**src/rtl/arb_requester_pkg.sv**
```systemverilog
// Shared types and default parameters for the arbiter client agent.
// Anything instantiating arb_requester imports this package.
package arb_requester_pkg;

    typedef enum logic [1:0] {
        StIdle = 2'd0,
        StReq  = 2'd1,
        StXfer = 2'd2,
        StGap  = 2'd3
    } state_e;

    localparam int unsigned LenWDefault      = 4;
    localparam int unsigned GapCycDefault    = 1;
    localparam int unsigned StarveCycDefault = 15;

endpackage

```
**src/rtl/arb_requester.sv**
```systemverilog
// Client-side agent for a two-port req/gnt arbiter: takes a job, requests the resource,
// drives one beat per granted cycle, then idles for a fixed gap before the next job.
module arb_requester
    import arb_requester_pkg::*;
#(
    parameter int unsigned LenW      = LenWDefault,
    parameter int unsigned GapCyc    = GapCycDefault,
    parameter int unsigned StarveCyc = StarveCycDefault
) (
    input  logic            clk_i,
    input  logic            rst_ni,
    input  logic            job_valid_i,
    input  logic [LenW-1:0] job_len_i,
    output logic            job_ready_o,
    output logic            req_o,
    input  logic            gnt_i,
    output logic            beat_valid_o,
    output logic            beat_last_o,
    output logic            done_o,
    output logic            abort_o,
    output logic            starve_o
);

    localparam int unsigned WaitW = $clog2(StarveCyc + 1);
    localparam int unsigned GapW  = (GapCyc > 1) ? $clog2(GapCyc) : 1;

    localparam logic [WaitW-1:0] StarveMax = WaitW'(StarveCyc);
    localparam logic [GapW-1:0]  GapLoad   = GapW'(GapCyc - 1);

    state_e            state_q;
    logic [LenW-1:0]   beat_cnt_q;
    logic [WaitW-1:0]  wait_cnt_q;
    logic [GapW-1:0]   gap_cnt_q;
    logic              job_ready_q;
    logic              req_q;
    logic              beat_last_q;
    logic              done_q;
    logic              abort_q;
    logic              starve_q;

    logic [WaitW-1:0]  wait_cnt_d;
    logic [LenW-1:0]   beat_cnt_d;

    // Wait counter holds the index of the current REQ cycle and saturates at the threshold.
    always_comb begin
        wait_cnt_d = (wait_cnt_q == StarveMax) ? wait_cnt_q : wait_cnt_q + WaitW'(1);
        beat_cnt_d = beat_cnt_q - LenW'(1);
    end

    always_ff @(posedge clk_i or negedge rst_ni) begin
        if (!rst_ni) begin
            state_q     <= StIdle;
            beat_cnt_q  <= '0;
            wait_cnt_q  <= '0;
            gap_cnt_q   <= '0;
            job_ready_q <= 1'b0;
            req_q       <= 1'b0;
            beat_last_q <= 1'b0;
            done_q      <= 1'b0;
            abort_q     <= 1'b0;
            starve_q    <= 1'b0;
        end else begin
            done_q  <= 1'b0;
            abort_q <= 1'b0;
            case (state_q)
                StIdle: begin
                    job_ready_q <= 1'b1;
                    if (job_ready_q && job_valid_i) begin
                        beat_cnt_q  <= (job_len_i == '0) ? LenW'(1) : job_len_i;
                        wait_cnt_q  <= WaitW'(1);
                        job_ready_q <= 1'b0;
                        req_q       <= 1'b1;
                        state_q     <= StReq;
                    end
                end
                StReq: begin
                    if (gnt_i) begin
                        starve_q    <= 1'b0;
                        wait_cnt_q  <= '0;
                        beat_last_q <= (beat_cnt_q == LenW'(1));
                        state_q     <= StXfer;
                    end else begin
                        wait_cnt_q <= wait_cnt_d;
                        if (wait_cnt_d == StarveMax) begin
                            starve_q <= 1'b1;
                        end
                    end
                end
                StXfer: begin
                    // beat_last_q doubles as "one beat remaining" while in XFER.
                    if (!gnt_i || beat_last_q) begin
                        abort_q     <= !gnt_i;
                        done_q      <= gnt_i;
                        req_q       <= 1'b0;
                        beat_last_q <= 1'b0;
                        gap_cnt_q   <= GapLoad;
                        state_q     <= StGap;
                    end else begin
                        beat_cnt_q  <= beat_cnt_d;
                        beat_last_q <= (beat_cnt_d == LenW'(1));
                    end
                end
                StGap: begin
                    if (gap_cnt_q == '0) begin
                        job_ready_q <= 1'b1;
                        state_q     <= StIdle;
                    end else begin
                        gap_cnt_q <= gap_cnt_q - GapW'(1);
                    end
                end
                default: state_q <= StIdle;
            endcase
        end
    end

    assign job_ready_o  = job_ready_q;
    assign req_o        = req_q;
    assign beat_valid_o = gnt_i && (state_q == StXfer);
    assign beat_last_o  = beat_last_q;
    assign done_o       = done_q;
    assign abort_o      = abort_q;
    assign starve_o     = starve_q;

endmodule

```
**config.mk**
```make
export PLATFORM = sky130hd
export DESIGN_NAME = arb_requester
export DESIGN_NICKNAME = d
export VERILOG_FILES = /design/src/rtl/arb_requester_pkg.sv /design/src/rtl/arb_requester.sv
export SDC_FILE = /design/constraint.sdc
export NUM_CORES = 1
export LEC_CHECK = 0
export CAP_MARGIN = 20
export CORE_ASPECT_RATIO = 0.5
export CORE_MARGIN = 5
export CORE_UTILIZATION = 35
export DETAILED_ROUTE_END_ITERATION = 16
export SYNTH_ARGS = -nofsm -noshare
export SYNTH_HDL_FRONTEND = slang
export SYNTH_SLANG_ARGS = --single-unit
```
**constraint.sdc**
```tcl
create_clock -name clk_i -period 1.8 [get_ports clk_i]
set_input_delay 0.27 -clock clk_i [delete_from_list [all_inputs] [get_ports clk_i]]
set_output_delay 0.27 -clock clk_i [all_outputs]
set_load 0.1 [all_outputs]
```
==> tab_implementation.tex, run 1 <==
\begin{tabular}{lr}
\hline
Metric & Value \\
\hline
\multicolumn{2}{l}{\textbf{Global routing}} \\
\quad Number of global-route vias before repair & 809 \\
\quad Pin count of the biggest net entering global routing & 11 \\
\quad Initial antenna violation count & 0 \\
\quad Global Route Usage Sum & 11.85\% \\
\quad First-pass GRT wire length & 3926 um \\
\quad Gr ovfl total & 0 \\
\multicolumn{2}{l}{\textbf{CTS}} \\
\quad Clock Root Buffer & clkbuf\_8 \\
\quad Clock-pin slew on the worst setup and hold paths & 0.06 ns \\
\quad CTS max path bufs & 2 \\
\quad Number of buffers added by the clock tree synthesis step & 3 \\
\quad Post-CTS sizing & 0 \\
\quad Depth of the CTS H-tree & 1 \\
\quad Insertion delay to the later sink of the worst-skew pair & 0.25 ns \\
\quad Post-CTS Hold Fix Bufs & 0 \\
\quad CTS Sinks & 16 \\
\quad CTS tree & built \\
\quad Count of buffers added by post-CTS timing repair for setup & 0 \\
\multicolumn{2}{l}{\textbf{Floorplan}} \\
\quad Core region area & 0.002943 mm2 \\
\quad Total Die Area & 0.004274 mm2 \\
\quad Die H & 48.80 um \\
\quad Top-level port count & 15 \\
\quad Horizontal die dimension & 87.59 um \\
\quad Initial core utilization & 35.80\% \\
\quad Number of rows created at floorplan & 14 \\
\multicolumn{2}{l}{\textbf{Worst setup path}} \\
\quad Worst setup path category & reg2out \\
\quad Critical path capture point type & output port \\
\quad Crit path max fanout & 6 \\
\quad Critical Path AT & 1.41 ns \\
\quad Kind of start point of the critical path & flop \\
\quad Critical path data required time & 1.53 ns \\
\multicolumn{2}{l}{\textbf{STA}} \\
\quad Worst clock skew on the final layout & 0.003647 ns \\
\quad Final hold vios & 0 \\
\quad Final worst-path setup slack & 0.1166 ns \\
\quad Normalized max-slew margin & 72.13\% \\
\quad Final slew viol count & 0 \\
\quad Setup TNS Final & 0 ns \\
\quad Clock period minus worst slack & 1.683 ns \\
\quad Portion of the clock cycle consumed by the worst path in the final layout & 93.52\% \\
\quad RSZ-0062 raised after global routing & no \\
\quad Actual transition at the worst max-transition pin & 0.4167 ns \\
\quad Hold WS & 0.3217 ns \\
\quad Setup-violating endpoint count in the final report & 0 \\
\quad Highest clock frequency the design can meet & 594.0 MHz \\
\multicolumn{2}{l}{\textbf{Placed design}} \\
\quad Worst setup slack after placement & 0.06634 ns \\
\quad DPL Wire Length & 1782 um \\
\quad Cell count after placement & 166 \\
\quad Count of buffers inserted at the top-level ports & 14 \\
\quad Gp weighted congestion & 0.7652 \\
\multicolumn{2}{l}{\textbf{Min path}} \\
\quad Type of the tightest min-delay check & in2async \\
\multicolumn{2}{l}{\textbf{Yosys}} \\
\quad Most instantiated flip-flop cell in the synthesis netlist & dfrtp\_1 \\
\quad Library cells used by synthesis & 39 \\
\quad Number of storage elements in the synthesis netlist & 16 \\
\quad Post-synth EDFFs & 0 \\
\quad Net count of the mapped netlist & 128 \\
\quad Portion of the post-synthesis area used by sequential elements & 38.00\% \\
\quad Number of warning messages in the yosys log & 0 \\
\quad Post-Syn Area & 0.001054 mm2 \\
\quad Proportion of register bits with asynchronous set or reset after synthesis & 100.0\% \\
\quad Mapped Avg Cell Area & 9.406 um2 \\
\quad Synthesized instance count & 112 \\
\multicolumn{2}{l}{\textbf{Layout}} \\
\quad Ant diodes & 0 \\
\quad Share of layout cells above drive strength 1 & 22.48\% \\
\quad Most common cell after layout, fill and taps aside & dfrtp\_1 \\
\quad Final Net Count & 147 \\
\quad Non-Filler Instances & 169 \\
\quad Commonest cells after routing, fill and taps aside & dfrtp\_1, a21oi\_1, buf\_4 \\
\quad Area growth, synth to finish & 25.30\% \\
\multicolumn{2}{l}{\textbf{Power and ir drop}} \\
\quad Gate power share & 63.6\% \\
\quad Switch Pwr & 1245 uW \\
\quad Internal Dissipation & 1310 uW \\
\quad Share of power burned in registers & 26.1\% \\
\quad Maximum VDD drop & 0.5473 mV \\
\quad Power per standard cell area & 1936 mW/mm2 \\
\quad Clock network fraction of total power & 10.3\% \\
\quad Net switching fraction of the power & 48.72\% \\
\quad Leak Pwr & 0.0005695 uW \\
\multicolumn{2}{l}{\textbf{Status}} \\
\quad Result of the run & complete, no violations \\
\multicolumn{2}{l}{\textbf{Run}} \\
\quad Reported max-cap violation count & 0 \\
\multicolumn{2}{l}{\textbf{Drt}} \\
\quad Drc violations & 0 \\
\quad Number of nets with antenna violations after routing & 0 \\
\quad WL per Instance & 13.38 um \\
\quad Vias post-DR & 844 \\
\quad Number of iterations in the first detailed-routing pass & 4 \\
\quad Vias per inst & 4.994 \\
\quad Detailed router's first-iteration violation count & 40 \\
\quad Routed Wire Length & 2261 um \\
\hline
\end{tabular}
## cell families (layout without fill, tap and decap cells)
group / after synthesis / in the layout / share of synthesized area, %
AO/OA/AOI/OAI: 35 / 35 / 23.52
AND/OR/NAND/NOR: 35 / 35 / 18.77
flip-flops: 16 / 16 / 38.00
buffers and inverters: 13 / 30 / 5.700
adder cells (fa/ha/maj): 8 / 8 / 9.502
XOR/XNOR: 3 / 3 / 2.495
multiplexers: 2 / 2 / 2.019
## worst max-delay path: stages, from the launching register on
cell	delay [ns]
dfrtp_1	0.40
inv_1	0.11
ha_1	0.28
and2_2	0.21
buf_12	0.17
## synthesized netlist by cell type (2+ instances only)
library cell  count  area share (%)
and3_1            2             1.2
nand2_1           8             2.9
xnor2_1           3             2.5
inv_1             7             2.5
buf_2             3             1.4
ha_1              8             9.5
a21oi_1          11             5.2
dfrtp_1          16              38
a31oi_1           2             1.2
o21ai_0           9             4.3
nor3_1            2            0.95
nor3_2            2             1.9
buf_4             2             1.4
a32o_1            2             1.9
nand2b_1          3             1.8
nor2_1            7             2.5
nand3_1           3             1.4
## worst paths after layout
check,start,end,slack (ns),cells past startpoint
min in group clk_i,starve_o$_DFFE_PN0P_,starve_o$_DFFE_PN0P_,0.50,1
hold / removal,rst_ni,beat_cnt_q[1]$_DFFE_PN0P_,0.32,1
hold reg to reg,starve_o$_DFFE_PN0P_,starve_o$_DFFE_PN0P_,0.50,1
setup / recovery,state_q[0]$_DFFE_PN0P_,beat_valid_o,0.12,4
setup reg to reg,state_q[0]$_DFFE_PN0P_,state_q[1]$_DFFE_PN0P_,0.15,5
max in group asynchronous,rst_ni,job_ready_o$_DFFE_PN0P_,0.98,2
## flip-flops by register name (all words and copies together) (netlist names)
name / count
req_o: 1
beat_cnt_q: 4
done_o: 1
abort_o: 1
job_ready_o: 1
starve_o: 1
wait_cnt_q: 4
beat_last_o: 1
state_q: 2
## area by class of cell
cell class | instances | area [um2]
Inverter | 7 | 26.28
Fill cell | 286 | 1623
Multi-Input combinational cell | 83 | 594.3
Sequential cell | 16 | 402.9
Tap cell | 40 | 50.05
Timing Repair Buffer | 20 | 205.2
Clock buffer | 3 | 41.29
## metrics by stage
stage / instance area, um2 / util (%) / power, uW
2_1_floorplan: 1057 / - / 1848
3_3_place_gp: 1279 / 43.45 / 2254
3_5_place_dp: 1279 / 43.45 / 2303
4_1_cts: 1320 / 44.86 / 2571
5_1_grt: 1320 / 44.86 / 2766
6_report: 1320 / 44.86 / 2555
## power by group through the flow
| stage | sequential (uW) | clock, uW | combinational (uW) |
|---|---|---|---|
| after floorplan | 914 | 0 | 934 |
| after global placement | 668 | 0 | 1590 |
| after detailed placement | 677 | 0 | 1630 |
| after CTS | 670 | 271 | 1630 |
| after global routing | 694 | 292 | 1780 |
| final | 666 | 264 | 1620 |
## per-layer routing
| layer | global-route usage, % | share of wire, % | up-vias |
|---|---|---|---|
| met2 | 19.13 | 49 | 8 |
| li1 | - | - | 433 |
| met5 | 0 | 0 | - |
| met1 | 15.15 | 47 | 401 |
| met3 | 4.047 | 2.5 | 2 |
| met4 | 3.061 | 1.0 | 0 |
No activity file was read; power rests on OpenSTA's default activity.
==> run 2: changes to the inputs <==
- ABC_CLOCK_PERIOD_IN_PS: unset -> 1800
- CORE_ASPECT_RATIO: 0.5 -> 1.1
- CORE_MARGIN: 5 -> 2
==> tab_implementation.tex, run 2 (synthesis results as in run 1) <==
\begin{tabular}{lr}
\hline
Metric & Value \\
\hline
\multicolumn{2}{l}{\textbf{Drt}} \\
\quad Number of iterations in the first detailed-routing pass & 4 (unchanged) \\
\quad Vias post-DR & 875 (was 844) \\
\quad WL per Instance & 13.71 um (was 13.38 um) \\
\quad Drc violations & 0 (unchanged) \\
\quad Routed Wire Length & 2235 um (was 2261 um) \\
\quad Detailed router's first-iteration violation count & 17 (was 40) \\
\quad Vias per inst & 5.368 (was 4.994) \\
\quad Number of nets with antenna violations after routing & 0 (unchanged) \\
\multicolumn{2}{l}{\textbf{Worst setup path}} \\
\quad Reg2Reg Depth & 6 (was 5) \\
\quad Buffering stage count on the worst path with inverters included & 3 (was 2) \\
\quad Stages on the worst setup path & 5 (was 4) \\
\quad Crit path max fanout & 15 (was 6) \\
\quad Cell repeated most along the worst path & buf\_12 \\
\quad Critical Path AT & 1.44 ns (was 1.41 ns) \\
\quad Max stage delay cell, worst path & dfrtp\_1 (unchanged) \\
\quad Crit-path cells & inv\_2 > ha\_4 > buf\_12 > and2\_2 > buf\_12 (was inv\_1 > ha\_1 > and2\_2 > buf\_12) \\
\quad Critical path capture point type & output port (unchanged) \\
\quad Worst setup path category & reg2out (unchanged) \\
\quad Crit path max-delay family & buffers and inverters (was flip-flops) \\
\quad Critical path data required time & 1.53 ns (about the same) \\
\quad Kind of start point of the critical path & flop (unchanged) \\
\quad Largest stage delay on the critical path & 0.40 ns (about the same) \\
\multicolumn{2}{l}{\textbf{Layout}} \\
\quad Ant diodes & 0 (unchanged) \\
\quad Final Net Count & 147 (unchanged) \\
\quad Area growth, synth to finish & 26.48\% (was 25.30\%) \\
\quad Summed area of non-filler cells in the final layout & 0.001333 mm2 (was 0.001320 mm2) \\
\quad Share of layout cells above drive strength 1 & 25.38\% (was 22.48\%) \\
\quad Largest registers ranked by flip-flop count & beat\_cnt\_q x4, wait\_cnt\_q x4, state\_q x2 (unchanged) \\
\quad Most common cell after layout, fill and taps aside & dfrtp\_1 (unchanged) \\
\quad Commonest cells after routing, fill and taps aside & dfrtp\_1, a21oi\_1, o21ai\_0, buf\_4, nand2\_1 (was dfrtp\_1, a21oi\_1, buf\_4) \\
\multicolumn{2}{l}{\textbf{Floorplan}} \\
\quad Top-level port count & 15 (unchanged) \\
\quad Initial core utilization & 37.26\% (was 35.80\%) \\
\quad Number of rows created at floorplan & 20 (was 14) \\
\quad Horizontal die dimension & 56.31 um (was 87.59 um) \\
\quad Die H & 61.54 um (was 48.80 um) \\
\quad Core region area & 0.002828 mm2 (was 0.002943 mm2) \\
\quad Total Die Area & 0.003465 mm2 (was 0.004274 mm2) \\
\multicolumn{2}{l}{\textbf{CTS}} \\
\quad Number of buffers added by the clock tree synthesis step & 3 (unchanged) \\
\quad CTS max path bufs & 2 (unchanged) \\
\quad CTS Sinks & 16 (unchanged) \\
\quad Clock Root Buffer & clkbuf\_4 (was clkbuf\_8) \\
\quad Clock-pin slew on the worst setup and hold paths & 0.10 ns (was 0.06 ns) \\
\quad Depth of the CTS H-tree & 1 (unchanged) \\
\quad Insertion delay to the later sink of the worst-skew pair & 0.29 ns (was 0.25 ns) \\
\quad CTS tree & built (unchanged) \\
\multicolumn{2}{l}{\textbf{Placed design}} \\
\quad Gp weighted congestion & 0.8075 (was 0.7652) \\
\quad DPL Wire Length & 1676 um (was 1782 um) \\
\quad Placement Cell Area & 0.001262 mm2 (was 0.001279 mm2) \\
\quad Worst setup slack after placement & 0.06925 ns (was 0.06634 ns) \\
\quad Count of buffers inserted at the top-level ports & 14 (unchanged) \\
\multicolumn{2}{l}{\textbf{Power and ir drop}} \\
\quad Leak Pwr & 0.0005705 uW (was 0.0005695 uW) \\
\quad Overall power of the completed layout & 2596 uW (was 2555 uW) \\
\quad Power per standard cell area & 1948 mW/mm2 (was 1936 mW/mm2) \\
\quad Maximum VDD drop & 0.7754 mV (was 0.5473 mV) \\
\multicolumn{2}{l}{\textbf{STA}} \\
\quad Final worst-path setup slack & 0.08634 ns (was 0.1166 ns) \\
\quad Actual transition at the worst max-transition pin & 0.3052 ns (was 0.4167 ns) \\
\quad Hold WS & 0.2910 ns (was 0.3217 ns) \\
\quad RSZ-0062 raised after global routing & yes (was no) \\
\quad Worst clock skew on the final layout & 0.004331 ns (was 0.003647 ns) \\
\quad Clock period minus worst slack & 1.714 ns (was 1.683 ns) \\
\quad Final slew viol count & 0 (unchanged) \\
\quad Final hold vios & 0 (unchanged) \\
\quad Highest clock frequency the design can meet & 583.5 MHz (was 594.0 MHz) \\
\quad Setup-violating endpoint count in the final report & 0 (unchanged) \\
\quad Normalized max-slew margin & 79.58\% (was 72.13\%) \\
\quad Portion of the clock cycle consumed by the worst path in the final layout & 95.20\% (was 93.52\%) \\
\multicolumn{2}{l}{\textbf{Global routing}} \\
\quad Initial antenna violation count & 0 (unchanged) \\
\quad Number of global-route vias before repair & 875 (was 809) \\
\quad Global Route Usage Sum & 14.31\% (was 11.85\%) \\
\quad Pin count of the biggest net entering global routing & 17 (was 11) \\
\quad Gr ovfl total & 0 (unchanged) \\
\quad First-pass GRT wire length & 3843 um (was 3926 um) \\
\multicolumn{2}{l}{\textbf{Status}} \\
\quad Result of the run & complete, no violations (unchanged) \\
\multicolumn{2}{l}{\textbf{Run}} \\
\quad Reported max-cap violation count & 0 (unchanged) \\
\multicolumn{2}{l}{\textbf{Min path}} \\
\quad Type of the tightest min-delay check & in2async (unchanged) \\
\hline
\end{tabular}
-- run 2: cell types whose count changed in the layout (fill, tap and decap cells not counted), sizes merged --
cell / previous run / this run
clkbuf: 3 / 4
-- run 2: worst paths after layout --
check                                             to  slack, ns                   start
setup / recovery                        beat_valid_o       0.09  state_q[0]$_DFFE_PN0P_
setup reg to reg              state_q[1]$_DFFE_PN0P_       0.09  state_q[0]$_DFFE_PN0P_
hold / removal             wait_cnt_q[2]$_DFFE_PN0P_       0.29                  rst_ni
hold reg to reg                 starve_o$_DFFE_PN0P_       0.51    starve_o$_DFFE_PN0P_
max in group asynchronous    beat_last_o$_DFFE_PN0P_       1.30                  rst_ni
min in group clk_i              starve_o$_DFFE_PN0P_       0.51    starve_o$_DFFE_PN0P_
-- run 2: power breakdown --
part	switching [uW]	leakage (uW)	total [uW]	internal, uW
Combinational	987	0.000352	1680	697
Clock	119	0.0000210	242	123
Sequential	160	0.000197	670	511
Total	1270	0.000570	2600	1330
-- run 2: area by class of cell --
class | instances | area (um2)
Multi-Input combinational cell | 83 | 606.8
Inverter | 7 | 26.28
Tap cell | 33 | 41.29
Timing Repair Buffer | 20 | 217.7
Clock buffer | 4 | 36.28
Fill cell | 280 | 1495
Sequential cell | 16 | 404.1
-- run 2: what timing repair did --
item | 4_1_cts | 5_1_grt
endpoints found under the setup margin | 1 | 4
setup buffers | 0 | 1
resized for setup | 4 | 4
hold buffers | 0 | 0
cloned | 0 | 0
hold endpoints to repair | 0 | 0
-- run 2: through the flow --
step / utilization [%] / TNS, ns / cells
floorplan: - / -0.004298 / 112
global placement: 44.65 / 0 / 158
detailed placement: 44.65 / 0 / 158
CTS: 46.50 / 0 / 162
global route: 47.12 / -0.006997 / 163
finish: 47.12 / 0 / 163
-- run 2: routing by layer --
layer / up-vias / track usage [%] / part of all wire (%)
li1: 441 / - / -
met1: 419 / 15.39 / 43
met2: 10 / 28.24 / 53
met3: 5 / 2.311 / 2.6
met4: 0 / 6.122 / 1.8
met5: - / 0 / 0
-- run 2: worst register-to-register path: cells and delay by family (launching register included) --
kind | cells | cell delay, ns
flip-flops | 1 | 0.40
multiplexers | 1 | 0.37
AND/OR/NAND/NOR | 2 | 0.31
buffers and inverters | 2 | 0.27
adder cells (fa/ha/maj) | 1 | 0.25
==> run 3: changes to the inputs <==
- TNS_END_PERCENT: unset -> 1
==> results of run 3 <==
The final DEF is identical to that of run 2; final timing and power are the same.
